### src/rtl/uart_tx_arbiter.sv
// Round-robin arbiter sharing one uart_tx among N_REQ char sources; it also times each frame.
// Define UART_TX_ARB_PRIO_EN to make requester 0 urgent (wins whenever it asks, pointer untouched).
module uart_tx_arbiter #(
  parameter int N_REQ      = 4,
  parameter int FRAME_BITS = 10,
  parameter int START_HOLD = 1,
  parameter int GAP        = 1
) (
  input  logic               clk1x_i,
  input  logic               rst_i,
  input  logic [N_REQ-1:0]   req_i,
  input  logic [7*N_REQ-1:0] din_i,
  output logic [N_REQ-1:0]   gnt_o,
  output logic [N_REQ-1:0]   done_o,
  output logic               busy_o,
  output logic               tx_mode_o,
  output logic               tx_start_o,
  output logic [6:0]         tx_din_o
);
  localparam int PW   = $clog2(N_REQ);
  localparam int CMAX = (FRAME_BITS > GAP) ? FRAME_BITS : GAP;
  localparam int CW   = $clog2(CMAX + 1);

  typedef enum logic [1:0] {S_IDLE, S_START, S_FRAME, S_GAP} state_e;

  state_e           state_q, state_d;
  logic [PW-1:0]    ptr_q, ptr_d, win_q, win_d, win;
  logic [CW-1:0]    cnt_q, cnt_d;
  logic [N_REQ-1:0] gnt_q, gnt_d, done_q, done_d;
  logic             tx_start_q, tx_start_d, busy_q, found;
  logic [6:0]       tx_din_q, tx_din_d;

  // First requester at or after ptr, wrapping.
  always_comb begin
    found = 1'b0;
    win   = '0;
    for (int k = 0; k < N_REQ; k++) begin
      if (!found && req_i[(int'(ptr_q) + k) % N_REQ]) begin
        found = 1'b1;
        win   = PW'((int'(ptr_q) + k) % N_REQ);
      end
    end
`ifdef UART_TX_ARB_PRIO_EN
    if (req_i[0]) begin
      found = 1'b1;
      win   = '0;
    end
`endif
  end

  always_comb begin
    state_d    = state_q;
    ptr_d      = ptr_q;
    win_d      = win_q;
    cnt_d      = cnt_q;
    gnt_d      = '0;
    done_d     = '0;
    tx_start_d = tx_start_q;
    tx_din_d   = tx_din_q;
    case (state_q)
      S_IDLE: begin
        tx_start_d = 1'b0;
        cnt_d      = '0;
        if (found) begin
          gnt_d[win] = 1'b1;
          tx_din_d   = din_i[7*int'(win) +: 7];
          tx_start_d = 1'b1;
          win_d      = win;
          cnt_d      = CW'(1);
          state_d    = S_START;
`ifdef UART_TX_ARB_PRIO_EN
          if (!req_i[0]) ptr_d = PW'((int'(win) + 1) % N_REQ);
`else
          ptr_d = PW'((int'(win) + 1) % N_REQ);
`endif
        end
      end
      S_START, S_FRAME: begin
        // cnt_q is the 1-based cycle index since tx_start rose.
        cnt_d = cnt_q + CW'(1);
        if (cnt_q == CW'(START_HOLD)) begin
          tx_start_d = 1'b0;
          state_d    = S_FRAME;
        end
        if (cnt_q == CW'(FRAME_BITS)) begin
          done_d[win_q] = 1'b1;
          tx_start_d    = 1'b0;
          if (GAP == 0) begin
            state_d = S_IDLE;
            cnt_d   = '0;
          end else begin
            state_d = S_GAP;
            cnt_d   = CW'(1);
          end
        end
      end
      S_GAP: begin
        if (cnt_q == CW'(GAP)) begin
          state_d = S_IDLE;
          cnt_d   = '0;
        end else begin
          cnt_d = cnt_q + CW'(1);
        end
      end
      default: state_d = S_IDLE;
    endcase
  end

  always_ff @(posedge clk1x_i) begin
    if (rst_i) begin
      state_q    <= S_IDLE;
      ptr_q      <= '0;
      win_q      <= '0;
      cnt_q      <= '0;
      gnt_q      <= '0;
      done_q     <= '0;
      tx_start_q <= 1'b0;
      tx_din_q   <= '0;
      busy_q     <= 1'b0;
    end else begin
      state_q    <= state_d;
      ptr_q      <= ptr_d;
      win_q      <= win_d;
      cnt_q      <= cnt_d;
      gnt_q      <= gnt_d;
      done_q     <= done_d;
      tx_start_q <= tx_start_d;
      tx_din_q   <= tx_din_d;
      busy_q     <= (state_d != S_IDLE);
    end
  end

  assign gnt_o      = gnt_q;
  assign done_o     = done_q;
  assign busy_o     = busy_q;
  assign tx_mode_o  = 1'b1;
  assign tx_start_o = tx_start_q;
  assign tx_din_o   = tx_din_q;
endmodule

### config.mk
export PLATFORM = sky130hd
export DESIGN_NAME = uart_tx_arbiter
export DESIGN_NICKNAME = d
export VERILOG_FILES = /design/src/rtl/uart_tx_arbiter.sv
export SDC_FILE = /design/constraint.sdc
export NUM_CORES = 1
export LEC_CHECK = 0
export ABC_AREA = 1
export BUFFER_PORTS_ARGS = -buffer_cell sky130_fd_sc_hd__buf_2
export CORE_MARGIN = 2
export CORE_UTILIZATION = 30
export CTS_BUF_LIST = sky130_fd_sc_hd__clkbuf_8
export DETAILED_ROUTE_END_ITERATION = 7
export PLACE_DENSITY = 0.5
export SYNTH_ARGS = -nofsm -noshare
export SYNTH_HDL_FRONTEND = slang
export SYNTH_SLANG_ARGS = --single-unit
### constraint.sdc
create_clock -name clk1x_i -period 4.7 [get_ports clk1x_i]
set_clock_uncertainty 0.1 [all_clocks]
set_input_delay 0.94 -clock clk1x_i [delete_from_list [all_inputs] [get_ports clk1x_i]]
set_output_delay 0.94 -clock clk1x_i [all_outputs]
set_load 0.02 [all_outputs]
==> metrics.md, run 1 <==
| Metric | Value |
|---|---|
| WP buf/inv | 4 |
| Min cycle time layout | roughly 2.7 ns |
| Synth Warn # | 0 |
| CTS tree | yes |
| Hold Violations, Final | 0 |
| Sequential Power Share | 0.245 |
| Max-slew violations | 0 |
| Clock Tree Buf Depth | 2 |
| Final WS setup | between 2 and 2.5 ns |
| FMAX | between 300 and 400 MHz |
| First-pass GRT wire length | ~7000 um |
| Die ar. | between 6000 and 7000 um^2 |
| Syn Std Cell Area | between 1500 and 2000 um^2 |
| Status | finished clean |
| Worst min path class | flip-flop to flip-flop |
| Final TNS setup | 0 ns |
| Port bufs | 50 |
| Clock network fraction of total power | 0.098 |
| Die width | 81.1 um |
| Count of final setup violators | 0 |
| Die Ht | 81.1 um |
| IO Pins | 52 |
| Post-route DRC violation count | 0 |
| Clock root buffer | clkbuf_8 |
| Final nets | ~360 |
| Hpwl dp | approximately 3300 um |
| Hold_ws | approximately 0.35 ns |
| Post-synth EDFFs | 0 |
| Area Growth Syn to Fin | 19.5% |
| Leak Pwr | 1.15 nW |
| Yosys top cell area share | 0.303 |
| Clk slew on worst S/H paths | roughly 0.10 ns |
| Fin crit share | 0.567 |
| Synthesized net count | 305 |
| Syn_area_per_cell | about 6.7 um^2 |
| Cell Area, Placed | approximately 2100 um^2 |
| Most common cell in the synthesized netlist | nand2_1 |
| Combinational Power Share | 0.658 |
| Initial antenna violation count | 0 |
| Int Pwr | between 600 and 700 uW |
| Yosys top cell by area | dfxtp_1 |
| Max_cap viols | 0 |
| PwrDens | between 600 and 700 nW/um^2 |
| Post-layout instance area | 2130 um^2 |
| Largest net degree at the start of global routing | 19 |
| GPL Wtd Cong | between 0.7 and 0.8 |
| Crit Path Category | input port to flip-flop |
| Vias in the first global route | about 1,700 |
| Crit-path slowest cell | nand3_4 |
| Post-CTS Resized | 0 |
| Initial core utilization | 0.306 |
| Sequential cell area | around 540 um^2 |
| Non-Filler Instances | 390 |
| CP Capture Type | flip-flop |
| Top post-synthesis cells by area | dfxtp_1, nand2_1, inv_1, nor2_1, nand2_2 |
| # H-tree levels | 1 |
| Seq/Total Area, Yosys | 0.303 |
| CTS sink count | 27 |
| Routed WL | around 4100 um |
| Crit-path cells | buf_2, inv_1, nand2_1, nand3_1, nand2_2, inv_1, nand2_1, nand2_2, nand3_4, inv_2, ha_1, o21ai_0, a21oi_1 |
| Cells after synthesis | ~270 |
| Critical path depth | 13 |
| RSZ-0062 raised after global routing | false |
| R2R cell count | 11 |
| Sw frac | 0.532 |
| Ys flop type | dfxtp_1 |
| Area of the multi-input gates | slightly above 1000 um^2 |
| Overflow after GRT | 0 |
| CP endpoint | ptr_q[1] |
| Core footprint | 5820 um^2 |
| WL/cell | just over 10 um |
| Hold Buf Count CTS | 0 |
| Worst R2R Setup Slack | between 2 and 2.5 ns |
| Worst slack at placement | around 1.7 ns |
| Asr flop ratio synth | 0 |
| FP Rows | 28 |
| Largest stage delay on the critical path | between 0.2 and 0.3 ns |
| CP Launch Type | input port |
| Crit Reg-Reg Endpoint | ptr_q[1] |
| Vias/cell | ~4.5 |
| Number of diodes | 0 |
| Layout Utilization | 0.366 |
| Placed cells | approximately 390 |
| Synth Register Bits | 27 |
| Required time of the worst setup path | roughly 4.8 ns |
| NetSw | roughly 730 uW |
| Clock Latency Late Sink | ~0.27 ns |
| Worst reg2reg path startpoint | ptr_q[0] |
| Peak VDD IR | roughly 0.0002 V |
| Ratio of cells with drive above 1 in the final layout | 0.283 |
| Worst EP arrival | about 2.7 ns |
| GRT Overall Usage | 0.135 |
| ANT nets after route | 0 |
| Setup bufs post-CTS | 0 |
| Fill cell count | between 600 and 700 |
| Num CTS Buffers | 3 |
| Pre-antenna DRT Iters | 4 |
| Routed via count | between 1,500 and 2,000 |
| Initial DRC Count | 79 |
| Post-synth top cells | nand2_1, inv_1, dfxtp_1 |
| Crit-path max FO | 18 |
| Unique masters post-synth | 33 |
| Crit path launch | req_i[3] |
| Cell family with most CP delay | simple AND/OR/NAND/NOR gates |
| Tot Pwr | 1.37 mW |
final cells by class:
| cell class | instances | share of cell area |
|---|---|---|
| Timing Repair Buffer | 50 | 0.118 |
| Sequential cell | 27 | 0.254 |
| Clock inverter | 1 | 0.00235 |
| Tap cell | 75 | 0.0441 |
| Clock buffer | 3 | 0.0194 |
| Inverter | 46 | 0.0846 |
| Multi-Input combinational cell | 188 | 0.478 |
power by group through the flow:
stage / clock network, mW / logic (mW) / registers, mW
finish: 0.134 / 0.900 / 0.335
global route: 0.147 / 1.04 / 0.343
CTS: 0.140 / 0.916 / 0.336
detailed placement: 0 / 0.914 / 0.341
global placement: 0 / 0.910 / 0.342
floorplan: 0 / 0.727 / 0.372
logic make-up after synthesis:
kind of cell,after synthesis,synth area share
flip-flops,27,0.303
buffers and inverters,50,0.125
adder cells (fa/ha/maj),6,0.0421
other,1,0.00210
AND/OR/NAND/NOR,157,0.442
AO/OA/AOI/OAI,24,0.0850
cell usage in the layout, fill, tap and decap left out, types with 2 or more instances in the layout:
cell and count:
inv_2 4, inv_1 41, nor2_1 24, nand4_1 10
nand3_4 2, o21ai_1 3, a211oi_2 2, nand2_1 75
o21ai_0 6, a21oi_1 7, nand2_4 4, nand3_2 3
buf_2 50, dfxtp_1 27, nor2_4 2, nor3_1 5
nand2_2 14, nand3_1 15, clkbuf_8 3, ha_1 6
flip-flops by register name, summed over array words and instances, names as in the netlist, 2 cells and up:
| signal | count |
|---|---|
| cnt_q | 4 |
| state_q | 2 |
| ptr_q | 2 |
| done_o | 4 |
| win_q | 2 |
| tx_din_o | 7 |
| gnt_o | 4 |
worst reg2reg max path, delay by kind of cell, from the launching register on:
family	cells	cell delay [ns]
simple gates	6	0.90
flops	1	0.63
buf+inv	2	0.34
fa+ha+maj	1	0.25
compound gates	2	0.22
routing by layer:
metal | GRT usage | part of all wire | wire (um) | up-vias
met5 | 0 | 0 | 0 | -
met4 | 0.0254 | 0.0069 | 28 | 0
met3 | 0.0244 | 0.043 | 175 | 2
met2 | 0.244 | 0.48 | 1950 | 43
met1 | 0.167 | 0.47 | 1900 | 771
li1 | - | - | - | 929
worst min path at each step:
| stage | endpoint | from | slack, ns | depth (start not counted) |
|---|---|---|---|---|
| floorplan | done_o[1] | win_q[1] | 0.32 | 1 |
| global placement | done_o[0] | win_q[1] | 0.34 | 1 |
| detailed placement | done_o[0] | win_q[1] | 0.34 | 1 |
| CTS | done_o[0] | win_q[1] | 0.36 | 1 |
| global route | done_o[1] | win_q[1] | 0.38 | 1 |
| finish | done_o[1] | win_q[1] | 0.35 | 1 |
Power figures use the tool's default switching activity.
==> inputs of run 2 (changes only) <==
- ABC_AREA: 1 -> 0
- PLACE_DENSITY: 0.5 -> 0.52
- clock period: 4.7 -> 2.65 ns (I/O delays scaled with it)
==> run 2 against run 1 <==
- utilization up 2.7 points
- clock power up 75%
- count of clock-buffer cells in the layout unchanged
- sequential cell count unchanged
- routed wire length down 21%
- sequential power up 40%
- critical path depth down 7
- non-clock buffer count up 2
- cell count down 36%
- area after synthesis down 22%
- die area down 21%
- worst setup slack worse by 1.3 ns
==> metrics.md, run 2 <==
| Metric | Value |
|---|---|
| Initial core utilization | 0.316 (+0.00927) |
| Yosys top cell by area | dfxtp_1 |
| Syn Std Cell Area | 1380 um^2 (-22%) |
| WL/cell | 12.9 um (+24%) |
| Clock Tree Buf Depth | 2 (unchanged) |
| Pre-antenna DRT Iters | 4 (unchanged) |
| Worst reg2reg path startpoint | ptr_q[1] |
| Largest net degree at the start of global routing | 22 (+3) |
| Crit-path cells | mux2i_1, nor2_1, or3_1, inv_2, nand2_1, o221ai_1 |
| Post-synth EDFFs | 0 (unchanged) |
| GPL Wtd Cong | 0.834 (+4.9%) |
| Synth Warn # | 0 (unchanged) |
| Port bufs | 50 (unchanged) |
| Int Pwr | 660 uW (+3.2%) |
| Crit path launch | ptr_q[1] |
| Most common cell in the synthesized netlist | dfxtp_1 |
| Crit Path Category | flip-flop to flip-flop |
| Measured slew at the worst slew-check pin | ~0.56 ns |
| Area Growth Syn to Fin | 24.4% |
| Commonest non-fill, non-tap cell in the layout | buf_2 |
| Hold Buf Count CTS | 0 (unchanged) |
| FP Rows | 24 (-14%) |
| Die Ht | 71.9 um (-11%) |
| FMAX | 529 MHz |
| Synth Area in Adders | 0.0542 (+0.0121) |
| Die ar. | 5170 um^2 (-21%) |
| RSZ-0062 raised after global routing | false |
| Ratio of cells with drive above 1 in the final layout | 0.327 (+0.0440) |
| Sw frac | 0.315 (-0.217) |
| First-pass GRT wire length | 5490 um (-23%) |
| Crit-path slowest cell | dfxtp_1 |
| Overflow after GRT | 0 (unchanged) |
| Seq/Total Area, Yosys | 0.391 (+0.0872) |
| Unique masters post-synth | 38 (+15%) |
| WP buf/inv | 1 (-3) |
| GRT Overall Usage | 0.133 (-0.00206) |
| Crit-path max FO | 7 (-11) |
| Peak VDD IR | 0.000270 V (+38%) |
| Ys flop type | dfxtp_1 |
| Post-synth top cells | dfxtp_1, mux2i_1, nor2_1 |
| Clk slew on worst S/H paths | 0.09 ns (about the same) |
| NetSw | 304 uW (-58%) |
| Max-slew violations | 0 (unchanged) |
| Die width | 71.9 um (-11%) |
| Commonest non-fill, non-tap cells in the layout | buf_2, dfxtp_1, mux2i_1 |
| Leak Pwr | 0.779 nW (-32%) |
| CTS sink count | 27 (unchanged) |
| Hold Violations, Final | 0 (unchanged) |
| Hpwl dp | 2410 um (-26%) |
| Min cycle time layout | approximately 1.9 ns |
| Num CTS Buffers | 3 (unchanged) |
| Count of final setup violators | 0 (unchanged) |
| Post-route DRC violation count | 0 (unchanged) |
| Worst min path class | flip-flop to flip-flop |
| Cell family with most CP delay | simple AND/OR/NAND/NOR gates |
| Vias/cell | 5.03 (+12%) |
| Post-CTS Resized | 0 (unchanged) |
| Vias in the first global route | 1,257 (-24%) |
| Initial DRC Count | 43 (-46%) |
| Cells after synthesis | 147 (-45%) |
| Number of flip-flops in the largest register | 7 (unchanged) |
| Sequential Power Share | 0.486 (+0.241) |
| Routed via count | 1,247 (-29%) |
| ANT nets after route | 0 (unchanged) |
| CTS tree | yes |
| Origin of the worst min-delay path | win_q[0] |
| PwrDens | 560 nW/um^2 (-13%) |
| Initial antenna violation count | 0 (unchanged) |
| Setup bufs post-CTS | 0 (unchanged) |
| Mux share of post-synthesis cell area | 0.108 (+0.108) |
| Synth Register Bits | 27 (unchanged) |
| Post-synthesis compound-gate area fraction | 0.155 (+0.0696) |
| Syn_area_per_cell | 9.41 um^2 (+40%) |
| CP Launch Type | flip-flop |
| Simple-Gate Fraction of Synth Area | 0.221 (-0.222) |
| # H-tree levels | 1 (unchanged) |
| Clock Latency Late Sink | 0.27 ns (about the same) |
| Status | finished clean |
| Top post-synthesis cells by area | dfxtp_1, mux2i_1, ha_1, o221ai_1, nand3b_1 |
| Cell Area, Placed | 1680 um^2 (-20%) |
| Combinational Power Share | 0.271 (-0.387) |
| Fin crit share | 0.714 |
| Routed WL | 3190 um (-21%) |
| CP Capture Type | flip-flop |
| Main combinational cell family by area after synthesis | simple AND/OR/NAND/NOR gates |
| Worst EP arrival | 1.98 ns (-0.75 ns) |
| Xor and xnor area share after synthesis | 0.0190 (+0.0190) |
| IO Pins | 52 (unchanged) |
| Asr flop ratio synth | 0 (unchanged) |
| Clock root buffer | clkbuf_8 |
| Final nets | 237 (-33%) |
| Max_cap viols | 0 (unchanged) |
| Core footprint | 4380 um^2 (-25%) |
| Synthesized net count | 187 (-39%) |
| Number of diodes | 0 (unchanged) |
| Rel. slew slack | 0.624 |
| Largest stage delay on the critical path | 0.45 ns (+0.16 ns) |
| Post-layout instance area | 1720 um^2 (-19%) |
| Yosys top cell area share | 0.391 (+0.0872) |
| Clock network fraction of total power | 0.243 (+0.145) |
| Required time of the worst setup path | 2.74 ns (-2.03 ns) |
| Final TNS setup | 0 ns (unchanged) |
==> run 2: cell count changes after synthesis, sizes merged, moves of 3 or more <==
cell	delta
nand3	-19
nand4	-10
mux2i	+15
nand2b	+5
nor2	-14
o221ai	+7
a211oi	-3
and2	+4
nand3b	+7
o21ai	-7
inv	-38
nand2	-82
nor3	-5
==> run 2: cell families (layout without fill, tap and decap cells) <==
group,Yosys count,in the layout
other,1,1
xor gates and xnor gates,3,3
buffers and inverters,15,64
AOI/OAI and AO/OA,26,26
and+or+nand+nor,54,54
adders and majority gates,6,6
muxes,15,15
DFF,27,27
==> run 2: worst reg2reg max path, delay by kind of cell, from the launching register on <==
family / cells / cell delay (ns)
mux: 1 / 0.22
compound gates: 1 / 0.24
flops: 1 / 0.45
buf+inv: 1 / 0.13
simple gates: 3 / 0.68
==> run 2: cell type report <==
class | instances | area [um^2]
Inverter | 8 | 30.0
Sequential cell | 27 | 541
Clock buffer | 3 | 41.3
Tap cell | 52 | 65.1
Timing Repair Buffer | 52 | 265
Clock inverter | 1 | 5.00
Multi-Input combinational cell | 105 | 774
Fill cell | 444 | 2660
==> run 2: power groups by stage <==
stage	Sequential (mW)	Clock [mW]	Combinational (mW)
after floorplan	0.505	0	0.152
after global placement	0.477	0	0.257
after detailed placement	0.478	0	0.264
after CTS	0.469	0.247	0.265
after global routing	0.474	0.257	0.293
final	0.469	0.234	0.261
==> run 2: path summary, 6_finish.rpt <==
| path | to | slack, ns | cells past startpoint |
|---|---|---|---|
| min | done_o[2] | 0.39 | 1 |
| max | tx_din_o[4] | 0.76 | 6 |
| min reg2reg | done_o[2] | 0.39 | 1 |
| max reg2reg | tx_din_o[4] | 0.76 | 6 |
==> run 2: metrics by stage <==
step / cells / setup WS [ns] / power (mW) / hold slack, ns / utilization
final: 248 / 0.759 / 0.965 / 0.388 / 0.393
after detailed placement: 244 / 0.536 / 0.742 / 0.371 / 0.382
after CTS: 248 / 0.738 / 0.981 / 0.395 / 0.393
after global placement: 244 / 0.612 / 0.734 / 0.363 / 0.382
after global routing: 248 / 0.486 / 1.03 / 0.427 / 0.393
after floorplan: 147 / 0.798 / 0.657 / 0.329 / -
==> run 2: per-layer routing <==
metal / GRT usage / routed length [um] / vias up
met3: 0.0361 / 203 / 4
met4: 0.0273 / 17 / 0
met2: 0.239 / 1540 / 47
met1: 0.158 / 1430 / 576
met5: 0 / 0 / -
li1: - / - / 620
